`src/rtl/flt_vector_stream_gen.sv`:
```
// Streams floating-point operand pairs for FP core testing: IEEE special values first, then
// per-channel Galois LFSR patterns, with single-pass or looping runs and a pass counter.
module flt_vector_stream_gen #(
    parameter int unsigned EXP_W  = 8,
    parameter int unsigned MAN_W  = 23,
    parameter int unsigned IDX_W  = 5,
    parameter int unsigned CNT_W  = 16,
    parameter logic [31:0] SEED_A = 32'h1215_3524,
    parameter logic [31:0] SEED_B = 32'h8937_5212,
    localparam int unsigned DATA_W = 1 + EXP_W + MAN_W
) (
    input  logic              clk,
    input  logic              rst,
    input  logic              start,
    input  logic [IDX_W:0]    vec_count,
    input  logic              loop_mode,
    input  logic              stop,
    input  logic              out_ready,
    output logic              out_valid,
    output logic [DATA_W-1:0] out_a,
    output logic [DATA_W-1:0] out_b,
    output logic [IDX_W-1:0]  out_idx,
    output logic              out_last,
    output logic              busy,
    output logic              done,
    output logic [CNT_W-1:0]  pass_cnt
);

    localparam logic [31:0]    TAPS       = 32'h8020_0003;
    localparam logic [31:0]    SEED_A_EFF = (SEED_A == 32'd0) ? 32'd1 : SEED_A;
    localparam logic [31:0]    SEED_B_EFF = (SEED_B == 32'd0) ? 32'd1 : SEED_B;
    localparam logic [IDX_W:0] MAX_CNT    = {1'b1, {IDX_W{1'b0}}};

    typedef enum logic [1:0] {StIdle, StRun, StDone} state_e;

    state_e         state_q;
    logic [IDX_W:0] cnt_q;
    logic           loop_q;
    logic           stop_q;
    logic [31:0]    lfsr_a_q;
    logic [31:0]    lfsr_b_q;

    function automatic logic [31:0] lfsr_step(input logic [31:0] l);
        return {1'b0, l[31:1]} ^ (l[0] ? TAPS : 32'd0);
    endfunction

    function automatic logic [DATA_W-1:0] special(input logic [2:0] k);
        logic [DATA_W-1:0] v;
        case (k)
            3'd0:    v = '0;
            3'd1:    v = {1'b1, {(EXP_W + MAN_W){1'b0}}};
            3'd2:    v = {1'b0, {EXP_W{1'b1}}, {MAN_W{1'b0}}};
            3'd3:    v = {1'b1, {EXP_W{1'b1}}, {MAN_W{1'b0}}};
            3'd4:    v = {1'b0, {EXP_W{1'b1}}, 1'b1, {(MAN_W - 1){1'b0}}};
            3'd5:    v = {1'b0, {(EXP_W - 1){1'b0}}, 1'b1, {MAN_W{1'b0}}};
            3'd6:    v = {1'b0, {(EXP_W - 1){1'b1}}, 1'b0, {MAN_W{1'b1}}};
            default: v = {1'b0, {(EXP_W + MAN_W - 1){1'b0}}, 1'b1};
        endcase
        return v;
    endfunction

    logic [IDX_W:0]    cnt_clamp;
    logic [IDX_W:0]    nxt_cnt;
    logic              load;
    logic              stop_req;
    logic [IDX_W-1:0]  nxt_idx;
    logic [31:0]       nxt_idx32;
    logic [2:0]        sel_a;
    logic [2:0]        sel_b;
    logic [31:0]       nxt_lfsr_a;
    logic [31:0]       nxt_lfsr_b;
    logic              nxt_last;
    logic [DATA_W-1:0] nxt_a;
    logic [DATA_W-1:0] nxt_b;

    // Next vector to present: vector 0 of a fresh pass on start or wrap, otherwise idx+1.
    always_comb begin
        cnt_clamp = (vec_count > MAX_CNT) ? MAX_CNT : vec_count;
        nxt_cnt   = (state_q == StIdle) ? cnt_clamp : cnt_q;
        load      = (state_q == StIdle) || out_last;
        stop_req  = stop_q | stop;
        nxt_idx   = load ? '0 : out_idx + 1'b1;
        nxt_last  = ({1'b0, nxt_idx} == nxt_cnt - 1'b1);
        nxt_lfsr_a = lfsr_a_q;
        nxt_lfsr_b = lfsr_b_q;
        // LFSRs only advance when a random vector (idx >= 8) is consumed.
        if (32'(out_idx) >= 32'd8) begin
            nxt_lfsr_a = lfsr_step(lfsr_a_q);
            nxt_lfsr_b = lfsr_step(lfsr_b_q);
        end
        if (load) begin
            nxt_lfsr_a = SEED_A_EFF;
            nxt_lfsr_b = SEED_B_EFF;
        end
        nxt_idx32 = 32'(nxt_idx);
        sel_a     = nxt_idx32[2:0];
        sel_b     = sel_a + 3'd3;
        if (nxt_idx32 < 32'd8) begin
            nxt_a = special(sel_a);
            nxt_b = special(sel_b);
        end else begin
            nxt_a = nxt_lfsr_a[DATA_W-1:0];
            nxt_b = nxt_lfsr_b[DATA_W-1:0];
        end
    end

    assign busy = (state_q == StRun);

    always_ff @(posedge clk) begin
        if (rst) begin
            state_q   <= StIdle;
            cnt_q     <= '0;
            loop_q    <= 1'b0;
            stop_q    <= 1'b0;
            lfsr_a_q  <= '0;
            lfsr_b_q  <= '0;
            out_valid <= 1'b0;
            out_a     <= '0;
            out_b     <= '0;
            out_idx   <= '0;
            out_last  <= 1'b0;
            done      <= 1'b0;
            pass_cnt  <= '0;
        end else begin
            case (state_q)
                StIdle: begin
                    if (start) begin
                        pass_cnt <= '0;
                        stop_q   <= 1'b0;
                        if (vec_count != '0) begin
                            state_q   <= StRun;
                            cnt_q     <= cnt_clamp;
                            loop_q    <= loop_mode;
                            lfsr_a_q  <= nxt_lfsr_a;
                            lfsr_b_q  <= nxt_lfsr_b;
                            out_valid <= 1'b1;
                            out_a     <= nxt_a;
                            out_b     <= nxt_b;
                            out_idx   <= nxt_idx;
                            out_last  <= nxt_last;
                        end else begin
                            state_q <= StDone;
                            done    <= 1'b1;
                        end
                    end
                end
                StRun: begin
                    if (out_valid && out_ready) begin
                        if (out_last) begin
                            pass_cnt <= pass_cnt + 1'b1;
                        end
                        if (stop_req || (out_last && !loop_q)) begin
                            state_q   <= StDone;
                            out_valid <= 1'b0;
                            done      <= 1'b1;
                            stop_q    <= 1'b0;
                        end else begin
                            lfsr_a_q <= nxt_lfsr_a;
                            lfsr_b_q <= nxt_lfsr_b;
                            out_a    <= nxt_a;
                            out_b    <= nxt_b;
                            out_idx  <= nxt_idx;
                            out_last <= nxt_last;
                        end
                    end else begin
                        stop_q <= stop_req;
                    end
                end
                StDone: begin
                    done    <= 1'b0;
                    state_q <= StIdle;
                end
                default: state_q <= StIdle;
            endcase
        end
    end

endmodule

```
`config.mk`:
```
export PLATFORM = sky130hd
export DESIGN_NAME = flt_vector_stream_gen
export DESIGN_NICKNAME = d
export VERILOG_FILES = /design/src/rtl/flt_vector_stream_gen.sv
export SDC_FILE = /design/constraint.sdc
export NUM_CORES = 1
export LEC_CHECK = 0
export CAP_MARGIN = 0
export CORE_MARGIN = 2
export CORE_UTILIZATION = 55
export CTS_CLUSTER_DIAMETER = 40
export DETAILED_ROUTE_END_ITERATION = 8
export PLACE_DENSITY_LB_ADDON = 0.2
export SYNTH_ARGS = -nofsm -noshare
export SYNTH_HDL_FRONTEND = slang
export SYNTH_SLANG_ARGS = --single-unit
```
`constraint.sdc`:
```
create_clock -name clk -period 3.35 [get_ports clk]
set_input_delay 0.5025 -clock clk [delete_from_list [all_inputs] [get_ports clk]]
set_output_delay 0.5025 -clock clk [all_outputs]
set_load 0.01 [all_outputs]
```
==> impl_metrics.csv <==
group,metric,value,unit
place,dp_slack,0.431,ns
logic_synthesis,synth_area_leaders,"dfxtp_1 43%, nand2_1 9.4%, a22oi_1 7.6%",
logic_synthesis,ys_ff_latch,162,
grt,grt_overflow,0,
drt,drtIter0Drc,577,
sta,rsz0062_at_grt,"false",
logic_synthesis,syn_nets,998,
min_path,hold_path_class,"reg2reg",
cts,cts.clk_slew.worst_paths,0.06,ns
power_and_ir_drop,switching_power,1.15,mW
worst_setup_path,cp_data_required_time,3.66,ns
sta,hold-worst-slack,0.459,ns
drt,totalWireLength,19200,µm
cts,clk_path_buf_depth,2,
logic_synthesis,netlist.area_leader.share,42.7,%
die,num_rows,42,
sta,relSlewSlack,38.1,%
cts,postCtsHoldBufs,0,
finish,final_cell_area,9340,µm²
grt,grt_pass1_wl,31400,µm
drt,firstDrtPassIters,5,
finish,utilization,70.0,%
logic_synthesis,synth_top_family_by_area,"simple AND/OR/NAND/NOR gates",
logic_synthesis,synthMuxAreaShare,2.14,%
sta,worstMarginPinSlew,0.927,ns
logic_synthesis,synth_compound_area_share,21.0,%
power_and_ir_drop,p_sw_share,24.3,%
min_path,hold_depth,2,
cts,root_buffer,"clkbuf_16",
drt,routedWlPerCell,15.6,µm
worst_setup_path,critical_path_class,"reg2reg",
logic_synthesis,synthSimpleGateAreaFrac,23.9,%
drt,drc,0,
worst_setup_path,rrSetupSlack,0.59,ns
sta,setup_viol,0,
place,gp_congestion,0.826,
logic_synthesis,syn_inst,980,
worst_setup_path,r2r_cells,9,
worst_setup_path,critPathMaxFanout,13,
worst_setup_path,end_kind,"register",
drt,ant_nets,0,
grt,grt_max_degree,83,
place,placed_cell_area,8700,µm²
grt,antenna_found_initial,0,
cts,postCtsSetupBuffers,0,
logic_synthesis,yosys.area_share.xor_xnor,3.35,%
logic_synthesis,synth.largest_area_cell,"dfxtp_1",
power_and_ir_drop,ir_worst_vdd,0.374,mV
sta,setup-tns-final,0,ns
sta,slew_viol_final,0,
die,initial_core_util,56.9,%
worst_setup_path,cp.arrival,3.07,ns
drt,vias,7110,
sta,max_freq,362,MHz
flow_run,cap_violations,0,
logic_synthesis,ys_warn_count,0,
sta,layout_setup_ws,0.591,ns
grt,grt_pass1_vias,6471,
power_and_ir_drop,seqPwrFrac,43.4,%
drt,viasPerCell,5.78,
sta,clock_skew,0.00554,ns
cts,h-tree-depth,4,
place,dp_hpwl,11800,µm
power_and_ir_drop,comb_power_share,11.6,%
logic_synthesis,synth_fa_ha_area_share,0.989,%
die,dieArea,14800,µm²
cts,numCtsBuffers,17,
finish,final_nets,1061,
place,port_buffers,100,
logic_synthesis,seq_area_frac_synth,42.7,%
logic_synthesis,ys_async_sr_fraction,0,%
min_path,whs_endpoint,"out_b[17]",
finish,syn2layout_area_growth,23.1,%
sta,period_share,82.4,%
power_and_ir_drop,p_clk_share,45.0,%
die,dieWidth,121,µm
min_path,hold_start,"out_b[17]",
worst_setup_path,cp-start-kind,"register",
cts,ctsResizeCount,0,
sta,hold_viol,0,
cts,cts_tree,"yes",
grt,track_usage,26.3,%
cts,cts_sinks,162,
finish,fillers,1126,
logic_synthesis,avgSynthCellArea,7.75,µm²
die,die_h,121,µm
outcome,run_status,"finished clean",
die,pin_count,101,
power_and_ir_drop,power_leakage,3.36,nW
logic_synthesis,netlist_area,7590,µm²
power_and_ir_drop,internal_power,3.58,mW
sta,fin_crit,2.76,ns
die,core_area,13300,µm²
finish,drive_above_1_share,7.02,%
worst_setup_path,r2r-end,"out_last",
power_and_ir_drop,power_density,506,nW/µm²
cts,insertion_delay,0.42,ns
worst_setup_path,timing.rr.start,"state_q[0]",
finish,n_antenna_cell,0,
logic_synthesis,synthFlopType,"dfxtp_1",
logic_synthesis,synth_edf_count,0,
logic_synthesis,yosysUniqueCellTypes,56,
## worst max-delay path by stage
stage / startpoint / to / slack [ns] / depth (start not counted)
CTS: state_q[0] / out_last / 0.65 / 9
global route: state_q[0] / out_last / 0.40 / 9
floorplan: out_idx[0] / out_b[10] / 0.31 / 11
finish: state_q[0] / out_last / 0.59 / 9
detailed placement: vec_count[3] / out_idx[2] / 0.43 / 8
global placement: vec_count[3] / out_b[19] / 0.47 / 8
## stage by stage
step                      cells  power, mW
after floorplan             980       2.47
after global placement     1200       2.62
after detailed placement   1200       2.63
after CTS                  1230       4.75
after global routing       1230       4.90
final                      1230       4.73
## sequential cells by signal, summed over array words and instances, names as in the netlist, 2 cells and up
signal    count
out_a        32
state_q       2
pass_cnt     16
out_b        32
lfsr_a_q     32
lfsr_b_q     32
out_idx       5
cnt_q         6
## final cells by class
class	instances	area [µm²]	area share [%]
Inverter	9	33.8	0.362
Tap cell	176	220	2.36
Sequential cell	162	3240	34.7
Clock inverter	10	181	1.94
Clock buffer	20	467	4.99
Multi-Input combinational cell	725	3930	42.0
Timing Repair Buffer	128	1270	13.6
## routing by layer
metal / global-route usage (%) / share of wire, % / up-vias
met5: 0 / 0 / -
met4: 7.83 / 1.6 / 0
met3: 4.98 / 5.6 / 23
met2: 42.9 / 48 / 223
met1: 35.4 / 45 / 3341
li1: - / - / 3523
## synthesized netlist by cell type (2+ instances only)
library cell	n
buf_1	6
a22oi_1	77
and3_1	5
nand2b_1	3
a32oi_1	3
or2_2	3
or3_1	6
a221oi_1	2
buf_2	23
dfxtp_1	162
buf_6	6
nor2_1	118
and2_1	3
nand4_1	7
clkbuf_1	43
mux2i_1	14
nand2_1	190
buf_4	6
o21ai_0	26
xor2_1	12
a211oi_1	6
a31oi_1	9
ha_1	6
nor3_1	34
a21o_1	3
o211ai_1	6
mux2_2	2
a211o_1	2
o21a_1	2
inv_1	8
nand3_1	39
xnor2_1	17
a21oi_1	96
a22o_1	2
nor2b_1	12
## logic make-up (layout without fill, tap and decap cells)
logic type	Yosys count	count (layout)
xor gates and xnor gates	29	29
adders and majority gates	6	6
and+or+nand+nor	426	426
muxes	16	16
AOI/OAI and AO/OA	248	248
DFF	162	162
buffers and inverters	93	167
## critical path, stage by stage, from the launching register on
cell and delay (ns):
dfxtp_1 0.46, nor2_1 0.48, buf_4 0.29, mux2i_1 0.34, ha_1 0.33, inv_1 0.08
o21ai_0 0.08, a221oi_1 0.27, a21oi_1 0.08, a41o_1 0.24
## power groups by stage
stage	Combinational [mW]	Clock (mW)	Sequential [mW]
after floorplan	0.381	0	2.09
after global placement	0.534	0	2.09
after detailed placement	0.541	0	2.09
after CTS	0.546	2.15	2.05
after global routing	0.608	2.23	2.06
final	0.549	2.13	2.05
## placed cells by master, fill, tap and decap left out, types with 5 or more instances in the layout
master / synthesis / final
nand2_1: 190 / 190
a211oi_1: 6 / 6
nand4_1: 7 / 7
buf_12: 0 / 5
dfxtp_1: 162 / 162
and3_1: 5 / 5
xor2_1: 12 / 12
o21ai_0: 26 / 26
o211ai_1: 6 / 6
clkdlybuf4s50_1: 0 / 99
nor2_1: 118 / 116
a21oi_1: 96 / 96
bufinv_16: 0 / 5
a22oi_1: 77 / 77
mux2i_1: 14 / 14
xnor2_1: 17 / 17
nor3_1: 34 / 34
a31oi_1: 9 / 9
buf_4: 6 / 24
ha_1: 6 / 6
clkbuf_16: 0 / 17
or3_1: 6 / 6
nand3_1: 39 / 39
inv_1: 8 / 8
nor2b_1: 12 / 12
No activity file was read; power rests on OpenSTA's default activity.
